### src/rtl/uart_tx_fifo.sv
// uart_tx_fifo
// UART transmitter with an internal transmit FIFO. Upstream logic queues
// words with TX_ENA/TX_DIN; the frame engine pops them and sends them as
// back-to-back frames on TX_SERIAL.
//
// Frame format: start(0), DATA_BITS data bits LSB first, optional parity
// (even/odd), then 1 or 2 stop bits(1). Each bit lasts CLKDIV+1 clocks.
// CLKDIV, PARITY_MODE and STOP2 are sampled when a word is popped and held
// for the whole frame.
//
// Ports
//   CLK          system clock, rising edge
//   RST          asynchronous active-high reset
//   CLKDIV       bit period minus one, in clocks
//   PARITY_MODE  00 none, 01 even, 10 odd, 11 none
//   STOP2        0 = one stop bit, 1 = two stop bits
//   TX_DIN       word to enqueue
//   TX_ENA       push strobe, one word per high cycle
//   TX_FULL      FIFO full
//   TX_EMPTY     FIFO empty
//   TX_COUNT     FIFO occupancy
//   TX_OVF       one-cycle pulse: push dropped because FIFO full
//   TX_BUSY      high while a frame is on the line
//   TX_DONE      one-cycle pulse at the end of every frame
//   TX_SERIAL    serial line, idle high
//
// state    | meaning
// ---------+--------------------------------------------------------
// S_IDLE   | line idle high, waiting for a queued word
// S_START  | start bit (low) for one bit period
// S_DATA   | data bits, LSB first, shift register drains one per bit
// S_PARITY | parity bit, only when the latched mode is even or odd
// S_STOP   | stop bit(s) high; pops the next word at the end if any
//
// All outputs are registered from the current state, so the line level
// trails the state register by one clock. TX_DONE is delayed one more
// clock so it lands right after the last stop-bit clock on the line.

module uart_tx_fifo #(
   parameter int DATA_BITS  = 8,
   parameter int FIFO_DEPTH = 4,
   parameter int CLKDIV_W   = 16
) (
   input  logic                               CLK,
   input  logic                               RST,
   input  logic [CLKDIV_W-1:0]                CLKDIV,
   input  logic [1:0]                         PARITY_MODE,
   input  logic                               STOP2,
   input  logic [DATA_BITS-1:0]               TX_DIN,
   input  logic                               TX_ENA,
   output logic                               TX_FULL,
   output logic                               TX_EMPTY,
   output logic [$clog2(FIFO_DEPTH+1)-1:0]    TX_COUNT,
   output logic                               TX_OVF,
   output logic                               TX_BUSY,
   output logic                               TX_DONE,
   output logic                               TX_SERIAL
);

   localparam int AW = $clog2(FIFO_DEPTH);
   localparam int CW = $clog2(FIFO_DEPTH+1);
   localparam int BW = $clog2(DATA_BITS);
   localparam logic [CW-1:0] DEPTH_C  = CW'(FIFO_DEPTH);
   localparam logic [BW-1:0] LAST_BIT = BW'(DATA_BITS-1);

   typedef enum logic [2:0] {
      S_IDLE,
      S_START,
      S_DATA,
      S_PARITY,
      S_STOP
   } state_t;

   // FIFO storage and bookkeeping
   logic [DATA_BITS-1:0] mem_q [FIFO_DEPTH];
   logic [AW-1:0]        wr_ptr_q, wr_ptr_d;
   logic [AW-1:0]        rd_ptr_q, rd_ptr_d;
   logic [CW-1:0]        count_q, count_d;
   logic                 full_q, full_d;
   logic                 empty_q, empty_d;
   logic                 ovf_q, ovf_d;
   logic                 push_ok;
   logic                 pop;
   logic [DATA_BITS-1:0] head_word;

   // frame engine
   state_t               state_q, state_d;
   logic [CLKDIV_W-1:0]  timer_q, timer_d;
   logic [BW-1:0]        bit_q, bit_d;
   logic [DATA_BITS-1:0] shift_q, shift_d;
   logic                 par_q, par_d;
   logic                 stop_sec_q, stop_sec_d;
   logic [CLKDIV_W-1:0]  div_q, div_d;
   logic [1:0]           pmode_q, pmode_d;
   logic                 stop2_q, stop2_d;
   logic                 frame_end_q, frame_end_d;
   logic                 start_frame;
   logic                 tick;
   logic                 has_par;

   // output registers
   logic                 serial_q, serial_d;
   logic                 busy_q, busy_d;
   logic                 done_q;

   assign head_word = mem_q[rd_ptr_q];
   // Full is judged on the current count, so a push while full is dropped
   // even when a pop happens on the same edge.
   assign push_ok   = TX_ENA & ~full_q;
   assign tick      = (timer_q == div_q);
   assign has_par   = (pmode_q == 2'b01) || (pmode_q == 2'b10);

   // ---------------------------------------------------------------
   // FIFO next state
   // ---------------------------------------------------------------
   always_comb begin
      wr_ptr_d = wr_ptr_q;
      rd_ptr_d = rd_ptr_q;
      count_d  = count_q;
      if (push_ok) begin
         wr_ptr_d = wr_ptr_q + 1'b1;
      end
      if (pop) begin
         rd_ptr_d = rd_ptr_q + 1'b1;
      end
      case ({push_ok, pop})
         2'b10:   count_d = count_q + 1'b1;
         2'b01:   count_d = count_q - 1'b1;
         default: count_d = count_q;
      endcase
      full_d  = (count_d == DEPTH_C);
      empty_d = (count_d == '0);
      ovf_d   = TX_ENA & full_q;
   end

   always_ff @(posedge CLK) begin
      if (push_ok) begin
         mem_q[wr_ptr_q] <= TX_DIN;
      end
   end

   // ---------------------------------------------------------------
   // Frame engine next state
   // ---------------------------------------------------------------
   always_comb begin
      state_d     = state_q;
      timer_d     = timer_q;
      bit_d       = bit_q;
      shift_d     = shift_q;
      par_d       = par_q;
      stop_sec_d  = stop_sec_q;
      div_d       = div_q;
      pmode_d     = pmode_q;
      stop2_d     = stop2_q;
      frame_end_d = 1'b0;
      start_frame = 1'b0;
      pop         = 1'b0;

      if (state_q != S_IDLE) begin
         timer_d = tick ? '0 : timer_q + 1'b1;
      end

      case (state_q)
         S_IDLE: begin
            if (!empty_q) begin
               start_frame = 1'b1;
            end
         end
         S_START: begin
            if (tick) begin
               bit_d   = '0;
               state_d = S_DATA;
            end
         end
         S_DATA: begin
            if (tick) begin
               shift_d = shift_q >> 1;
               if (bit_q == LAST_BIT) begin
                  stop_sec_d = 1'b0;
                  state_d    = has_par ? S_PARITY : S_STOP;
               end else begin
                  bit_d = bit_q + 1'b1;
               end
            end
         end
         S_PARITY: begin
            if (tick) begin
               stop_sec_d = 1'b0;
               state_d    = S_STOP;
            end
         end
         S_STOP: begin
            if (tick) begin
               if (stop2_q && !stop_sec_q) begin
                  stop_sec_d = 1'b1;
               end else begin
                  frame_end_d = 1'b1;
                  if (!empty_q) begin
                     start_frame = 1'b1;
                  end else begin
                     state_d = S_IDLE;
                  end
               end
            end
         end
         default: begin
            state_d = S_IDLE;
         end
      endcase

      // Popping a word also snapshots the line configuration, so changes on
      // the configuration inputs mid-frame only affect later frames.
      if (start_frame) begin
         pop      = 1'b1;
         state_d  = S_START;
         timer_d  = '0;
         shift_d  = head_word;
         div_d    = CLKDIV;
         pmode_d  = PARITY_MODE;
         stop2_d  = STOP2;
         par_d    = (^head_word) ^ (PARITY_MODE == 2'b10);
      end
   end

   // ---------------------------------------------------------------
   // Output next state (from the current state)
   // ---------------------------------------------------------------
   always_comb begin
      serial_d = 1'b1;
      busy_d   = (state_q != S_IDLE);
      case (state_q)
         S_IDLE:   serial_d = 1'b1;
         S_START:  serial_d = 1'b0;
         S_DATA:   serial_d = shift_q[0];
         S_PARITY: serial_d = par_q;
         S_STOP:   serial_d = 1'b1;
         default:  serial_d = 1'b1;
      endcase
   end

   // ---------------------------------------------------------------
   // Registers
   // ---------------------------------------------------------------
   always_ff @(posedge CLK or posedge RST) begin
      if (RST) begin
         wr_ptr_q    <= '0;
         rd_ptr_q    <= '0;
         count_q     <= '0;
         full_q      <= 1'b0;
         empty_q     <= 1'b1;
         ovf_q       <= 1'b0;
         state_q     <= S_IDLE;
         timer_q     <= '0;
         bit_q       <= '0;
         shift_q     <= '0;
         par_q       <= 1'b0;
         stop_sec_q  <= 1'b0;
         div_q       <= '0;
         pmode_q     <= '0;
         stop2_q     <= 1'b0;
         frame_end_q <= 1'b0;
         serial_q    <= 1'b1;
         busy_q      <= 1'b0;
         done_q      <= 1'b0;
      end else begin
         wr_ptr_q    <= wr_ptr_d;
         rd_ptr_q    <= rd_ptr_d;
         count_q     <= count_d;
         full_q      <= full_d;
         empty_q     <= empty_d;
         ovf_q       <= ovf_d;
         state_q     <= state_d;
         timer_q     <= timer_d;
         bit_q       <= bit_d;
         shift_q     <= shift_d;
         par_q       <= par_d;
         stop_sec_q  <= stop_sec_d;
         div_q       <= div_d;
         pmode_q     <= pmode_d;
         stop2_q     <= stop2_d;
         frame_end_q <= frame_end_d;
         serial_q    <= serial_d;
         busy_q      <= busy_d;
         done_q      <= frame_end_q;
      end
   end

   assign TX_FULL   = full_q;
   assign TX_EMPTY  = empty_q;
   assign TX_COUNT  = count_q;
   assign TX_OVF    = ovf_q;
   assign TX_BUSY   = busy_q;
   assign TX_DONE   = done_q;
   assign TX_SERIAL = serial_q;

endmodule
### config.mk
export PLATFORM = sky130hd
export DESIGN_NAME = uart_tx_fifo
export DESIGN_NICKNAME = d
export VERILOG_FILES = /design/src/rtl/uart_tx_fifo.sv
export SDC_FILE = /design/constraint.sdc
export NUM_CORES = 1
export LEC_CHECK = 0
export CAP_MARGIN = 20
export CELL_PAD_IN_SITES_DETAIL_PLACEMENT = 1
export CELL_PAD_IN_SITES_GLOBAL_PLACEMENT = 1
export CORE_MARGIN = 2
export CORE_UTILIZATION = 47
export CTS_BUF_LIST = sky130_fd_sc_hd__clkbuf_16
export DETAILED_ROUTE_END_ITERATION = 16
export PLACE_DENSITY_LB_ADDON = 0.1
export SETUP_SLACK_MARGIN = 0.4
export SYNTH_ARGS = -nofsm -noshare
export SYNTH_HDL_FRONTEND = slang
export SYNTH_SLANG_ARGS = --single-unit
### constraint.sdc
create_clock -name CLK -period 4.6 [get_ports CLK]
set_clock_uncertainty 0.15 [all_clocks]
set_input_delay 0.92 -clock CLK [delete_from_list [all_inputs] [get_ports CLK]]
set_output_delay 0.92 -clock CLK [all_outputs]
set_load 0.02 [all_outputs]
==> results.yml, run 1 <==
clock_tree:
  cts_tree: "built"
  clkSinkCount: 97
  clkLatencyLatePin_ps: 340
  root_buffer: "clkbuf_16"
  cts-resized-gates: 0
  htree_num_levels: 3
  cts_setup_buffers: 0
  hold_buffers: 0
  numCtsBuffers: 9
  clk_pin_slew_worst_paths_ps: 70
  cts.path.max_buffers: 2
power:
  power.share.clock_pct: 22.3
  power_switching_uw: 1140
  switching_share_pct: 34.6
  p_int_uw: 2150
  ir_worst_vdd_v: 0.000251
  cellPowerDensity_nw_per_um2: 634
  p_leak_uw: 0.00211
  pwr-share-comb_pct: 36.3
  p_seq_share_pct: 41.4
yosys:
  synthAdderAreaFrac_pct: 2.72
  synth-edff-count: 32
  syn_avg_cell_area_sq_um: 13.5
  ys_ff_latch: 97
  synthTopCellsByArea: "dfrtp_1 (36%), edfxtp_1 (22%), xor2_1 (5.8%), mux4_2 (4.1%), mux2_2 (3.6%)"
  syn_nets: 367
  synth_cells: 328
  syn_area_sq_um: 4420
  synth_commonest_cells: "dfrtp_1 (63), edfxtp_1 (32), xor2_1 (29)"
  synth-seq-area-share_pct: 58.6
  synth_xor_area_share_pct: 8.92
  synthMuxAreaShare_pct: 11.5
  ys_async_sr_fraction_pct: 67.0
  yosys.cell_types.count: 48
  netlist.area_leader.share_pct: 35.7
  synth-compound-area-share_pct: 5.24
  synth_top_family_by_area: "multiplexers"
  synthFlopType: "dfrtp_1"
  synth.most_common_cell: "dfrtp_1"
  synth-simple-area-share_pct: 10.5
  synth_top_cell_by_area: "dfrtp_1"
  synth_warnings: 0
hold_path:
  min_path_type: "reg -> reg"
global_routing:
  grt_pass1_vias: 2908
  track_usage_pct: 19.1
  antenna_found_initial: 0
  grt_overflow_total: 0
  grt_pass1_wl_microns: 14800
  grt_max_degree: 38
detailed_routing:
  drt-initial-drc-count: 83
  wl_microns: 8860
  wire_per_inst_microns: 18.3
  num_vias: 2672
  drc_errors: 0
  viasPerCell: 5.53
  antenna_left: 0
  drt-pass1-iter-count: 4
final_layout:
  final.fill_count: 914
  nets: 406
  area_growth_pct: 17.3
  num_antenna_cells: 0
  drive_above_1_share_pct: 15.6
  multi_input_area_sq_um: 1720
  seq_area_sq_um: 2590
floorplanning:
  pin_count: 39
  die_y_microns: 101
  fp.dieW_microns: 101
  die-area_sq_um: 10200
  start_util_pct: 48.0
  num_rows: 35
  coreArea_sq_um: 9200
placement:
  gp_congestion: 0.784
  portBuffers: 38
  hpwl_microns: 6220
critical_path:
  path_class: "reg -> reg"
  worstPathRequired_ps: 4720
  cp_max_fo: 19
  worstPathArrival_ps: 4000
  endpoint_kind: "register"
  start_kind: "register"
sta:
  drv_slew: 0
  setup-violations-final: 0
  max-slew-margin-rel_pct: 54.3
  worstMarginPinSlew_ps: 682
  period_share_pct: 84.4
  hold_violations: 0
  max_freq_ghz: 0.258
  tns_ps: 0
  finalHoldWorstSlack_ps: 200
  rsz0062_at_grt: "false"
  post-route-min-period_ps: 3880
status:
  status: "complete, no violations"
job:
  cap_violations: 0
==> routing by layer <==
metal	GRT usage [%]	vias up	part of all wire [%]
li1	-	1254	-
met1	24.0	1370	43
met2	34.0	41	52
met3	3.61	7	3.2
met4	5.20	0	1.2
met5	0	-	0
==> stage by stage <==
stage / instance area, sq um / instances / setup WS [ps] / util [%] / total power (uW)
final: 5180 / 483 / 717 / 56.3 / 3280
after global routing: 5180 / 483 / 483 / 56.3 / 3510
after CTS: 5170 / 482 / 687 / 56.2 / 3330
after detailed placement: 4880 / 466 / 747 / 53.0 / 2570
after global placement: 4880 / 466 / 849 / 53.0 / 2520
after floorplan: 4420 / 328 / 1340 / - / 2260
==> power groups by stage <==
| stage | clock network, uW | registers [uW] | logic (uW) |
|---|---|---|---|
| 2_1_floorplan | 0 | 1310 | 949 |
| 3_3_place_gp | 0 | 1370 | 1150 |
| 3_5_place_dp | 0 | 1380 | 1190 |
| 4_1_cts | 752 | 1370 | 1210 |
| 5_1_grt | 788 | 1400 | 1320 |
| 6_report | 733 | 1360 | 1190 |
==> area by class of cell <==
| cell class | count | share of cell area [%] |
|---|---|---|
| well taps | 111 | 2.68 |
| repair buffers | 40 | 7.63 |
| clock buffers | 9 | 4.35 |
| multi-input cells | 209 | 33.2 |
| clock inverters | 7 | 1.30 |
| flip-flops and latches | 97 | 50.0 |
| inverters | 10 | 0.821 |
==> cell usage in the layout, fill, tap and decap left out, types with 2 or more instances in the layout <==
master	n
a21oi_1	9
a221o_1	2
a22o_1	3
and2_1	6
and3_1	2
and4_1	5
buf_4	2
clkbuf_16	9
clkdlybuf4s50_1	38
clkinv_4	2
dfrtp_1	63
dfstp_2	2
edfxtp_1	32
ha_1	8
inv_1	8
inv_6	2
inv_8	3
mux2_2	14
mux2_4	8
mux2i_1	5
mux4_2	8
nand2_1	12
nand3_1	14
nand4_1	3
nor2_1	23
nor2b_1	4
nor3_1	5
nor4_1	3
o21ai_0	9
o31ai_1	2
or3_1	2
xnor2_1	16
xor2_1	29
==> sequential cells by signal (all words and copies together) (netlist names), 2 cells and up <==
name and flops:
pmode_q 2, state_q 3, shift_q 8, rd_ptr_q 2, TX_COUNT 3, mem_q 32, wr_ptr_q 2, div_q 16
bit_q 3, timer_q 16
==> critical path, stage by stage, from the launching register on <==
cell and delay (ps):
dfrtp_1 420, xor2_1 170, nor4_1 510, nand4_2 330, o21ai_4 380, nand2_4 230, clkinv_4 250, ha_1 240
fa_1 430, mux2_2 280, or2_2 310, nor2b_1 110
==> final timing paths <==
check	depth (start not counted)	startpoint	slack [ps]	to
hold / removal	0	frame_end_q	200	TX_DONE
setup / recovery	11	timer_q[1]	720	TX_FULL
max in group asynchronous	3	RST	2550	TX_EMPTY
hold reg to reg	0	frame_end_q	200	TX_DONE
setup reg to reg	11	timer_q[1]	720	TX_FULL
min in group asynchronous	2	RST	820	pmode_q[0]
==> kinds of logic (layout without fill, tap and decap cells) <==
kind of cell / Yosys count / in the layout
adder cells (fa/ha/maj): 9 / 9
AO/OA/AOI/OAI: 34 / 34
flip-flops: 97 / 97
AND/OR/NAND/NOR: 86 / 86
XOR/XNOR: 45 / 45
buffers and inverters: 22 / 66
multiplexers: 35 / 35
No activity file was read; power rests on OpenSTA's default activity.
==> inputs of run 2 (changes only) <==
--- a/config.mk
+++ b/config.mk
@@ -9,7 +9,7 @@
 export CELL_PAD_IN_SITES_DETAIL_PLACEMENT = 1
 export CELL_PAD_IN_SITES_GLOBAL_PLACEMENT = 1
 export CORE_MARGIN = 2
-export CORE_UTILIZATION = 47
+export CORE_UTILIZATION = 43
 export CTS_BUF_LIST = sky130_fd_sc_hd__clkbuf_16
 export DETAILED_ROUTE_END_ITERATION = 16
 export PLACE_DENSITY_LB_ADDON = 0.1
==> constraint.sdc (replaced) <==
create_clock -name CLK -period 3.5 [get_ports CLK]
set_clock_uncertainty 0.15 [all_clocks]
set_input_delay 0.7 -clock CLK [delete_from_list [all_inputs] [get_ports CLK]]
set_output_delay 0.7 -clock CLK [all_outputs]
set_load 0.02 [all_outputs]
==> run 2 against run 1 <==
Against the previous run: global-route usage decreased by 2.0 points; clock-buffer cell count unchanged; critical endpoint unchanged; fmax increased by 30%; highest routed layer unchanged.
==> results.yml, run 2 (synthesized netlist as in run 1, its figures left out) <==
status:
  status: "complete, no violations"
final_layout:
  final.fill_count: 986
  largest_reg_flops: 32
  num_antenna_cells: 0
  nets: 415
  final_common_cell: "dfrtp_1"
  final_cells: 514
  mostFrequentLayoutCells: "dfrtp_1 (60), clkdlybuf4s50_1 (38), edfxtp_1 (32)"
  top_register: "mem_q"
  drive_above_1_share_pct: 19.7
  area_growth_pct: 20.5
  reg_top3: "mem_q: 32 flops, div_q: 16 flops, timer_q: 16 flops"
  final_area_sq_um: 5320
global_routing:
  grt_pass1_vias: 2888
  grt_overflow_total: 0
  grt_max_degree: 66
  track_usage_pct: 17.2
  antenna_found_initial: 0
  grt_pass1_wl_microns: 14900
floorplanning:
  die-area_sq_um: 11100
  coreArea_sq_um: 9860
  pin_count: 39
  die_y_microns: 105
  num_rows: 36
  start_util_pct: 44.8
  fp.dieW_microns: 105
power:
  p_leak_uw: 0.00216
  cellPowerDensity_nw_per_um2: 825
  ir_worst_vdd_v: 0.000408
clock_tree:
  cts_tree: "built"
  clk_pin_slew_worst_paths_ps: 70
  cts.path.max_buffers: 2
  clkSinkCount: 97
  htree_num_levels: 3
  root_buffer: "clkbuf_16"
  numCtsBuffers: 9
  clkLatencyLatePin_ps: 340
  hold_buffers: 0
detailed_routing:
  wl_met1_microns: 4040
  wl_microns: 8890
  wl_met2_microns: 4540
  wire_per_inst_microns: 17.3
  drc_errors: 0
  dr_wl_met3_microns: 214
  top_layer: "met4"
  num_vias: 2680
  drt-pass1-iter-count: 4
  viasPerCell: 5.21
  drt-initial-drc-count: 74
  antenna_left: 0
sta:
  hold_violations: 0
  period_share_pct: 85.5
  drv_slew: 0
  tns_ps: 0
  post-route-min-period_ps: 2990
  rsz0062_at_grt: "false"
  max_freq_ghz: 0.334
  max-slew-margin-rel_pct: 44.4
  setup-violations-final: 0
  worstMarginPinSlew_ps: 834
placement:
  dp.cells: 496
  portBuffers: 38
  place_area_sq_um: 5000
  gp_congestion: 0.743
  hpwl_microns: 6180
hold_path:
  min_path_type: "reg -> reg"
job:
  cap_violations: 0
critical_path:
  worstPathArrival_ps: 3110
  worstPathRequired_ps: 3610
  cp_max_fo: 4
  endpoint_kind: "register"
  start_kind: "register"
  path_class: "reg -> reg"
==> run 2: cell count changes in the layout (fill, tap and decap cells not counted), sizes merged <==
cell and change:
buf +9, clkinv +2, inv -2
==> run 2: worst max-delay path: stages (launching register included) <==
cell      delay, ps
dfrtp_2         440
xor2_1          170
nor4_2          390
nand4_2         200
o21ai_4         270
nand2_4          90
clkinv_4         50
ha_4            130
fa_1            380
mux2_4          280
or2_4           250
nor2b_1         100
==> run 2: path summary, 6_finish.rpt <==
path / start / to / slack [ps] / depth (start not counted)
max in group asynchronous: RST / timer_q[6] / 1820 / 3
worst min register to register: frame_end_q / TX_DONE / 200 / 0
worst min-delay path: frame_end_q / TX_DONE / 200 / 0
min in group asynchronous: RST / TX_DONE / 790 / 3
worst max-delay path: timer_q[12] / TX_FULL / 510 / 11
worst max register to register: timer_q[12] / TX_FULL / 510 / 11
==> run 2: routing by layer <==
metal	vias to the layer above	global-route usage [%]
met2	30	29.4
met4	0	4.86
li1	1273	-
met5	-	0
met1	1371	22.4
met3	6	3.09
==> run 2: stage by stage <==
step | hold WS (ps) | worst slack, ps | util [%] | total power (uW)
6_report | 202 | 507 | 54.0 | 4390
5_1_grt | 219 | 397 | 54.0 | 4690
4_1_cts | 206 | 432 | 53.6 | 4430
3_5_place_dp | 189 | 463 | 50.7 | 3460
3_3_place_gp | 189 | 548 | 50.7 | 3400
2_1_floorplan | 181 | 387 | - | 3000
==> run 2: timing repair <==
item	CTS	global route
setup endpoints to repair	0	2
resized for setup	0	7
setup buffers	0	2
==> run 2: power by group <==
| part | switching [uW] | total, uW | internal [uW] | leakage, uW |
|---|---|---|---|---|
| clock network | 437 | 931 | 494 | 0.000138 |
| logic | 823 | 1700 | 874 | 0.000912 |
| registers | 249 | 1770 | 1520 | 0.00111 |
==> run 2: layout make-up <==
type,count,area [sq um],share of cell area [%]
Inverter,10,42.5,0.799
Tap cell,133,166,3.13
Timing Repair Buffer,49,463,8.70
Sequential cell,97,2590,48.7
Multi-Input combinational cell,209,1770,33.3
Clock buffer,9,225,4.23
Clock inverter,7,60.1,1.13
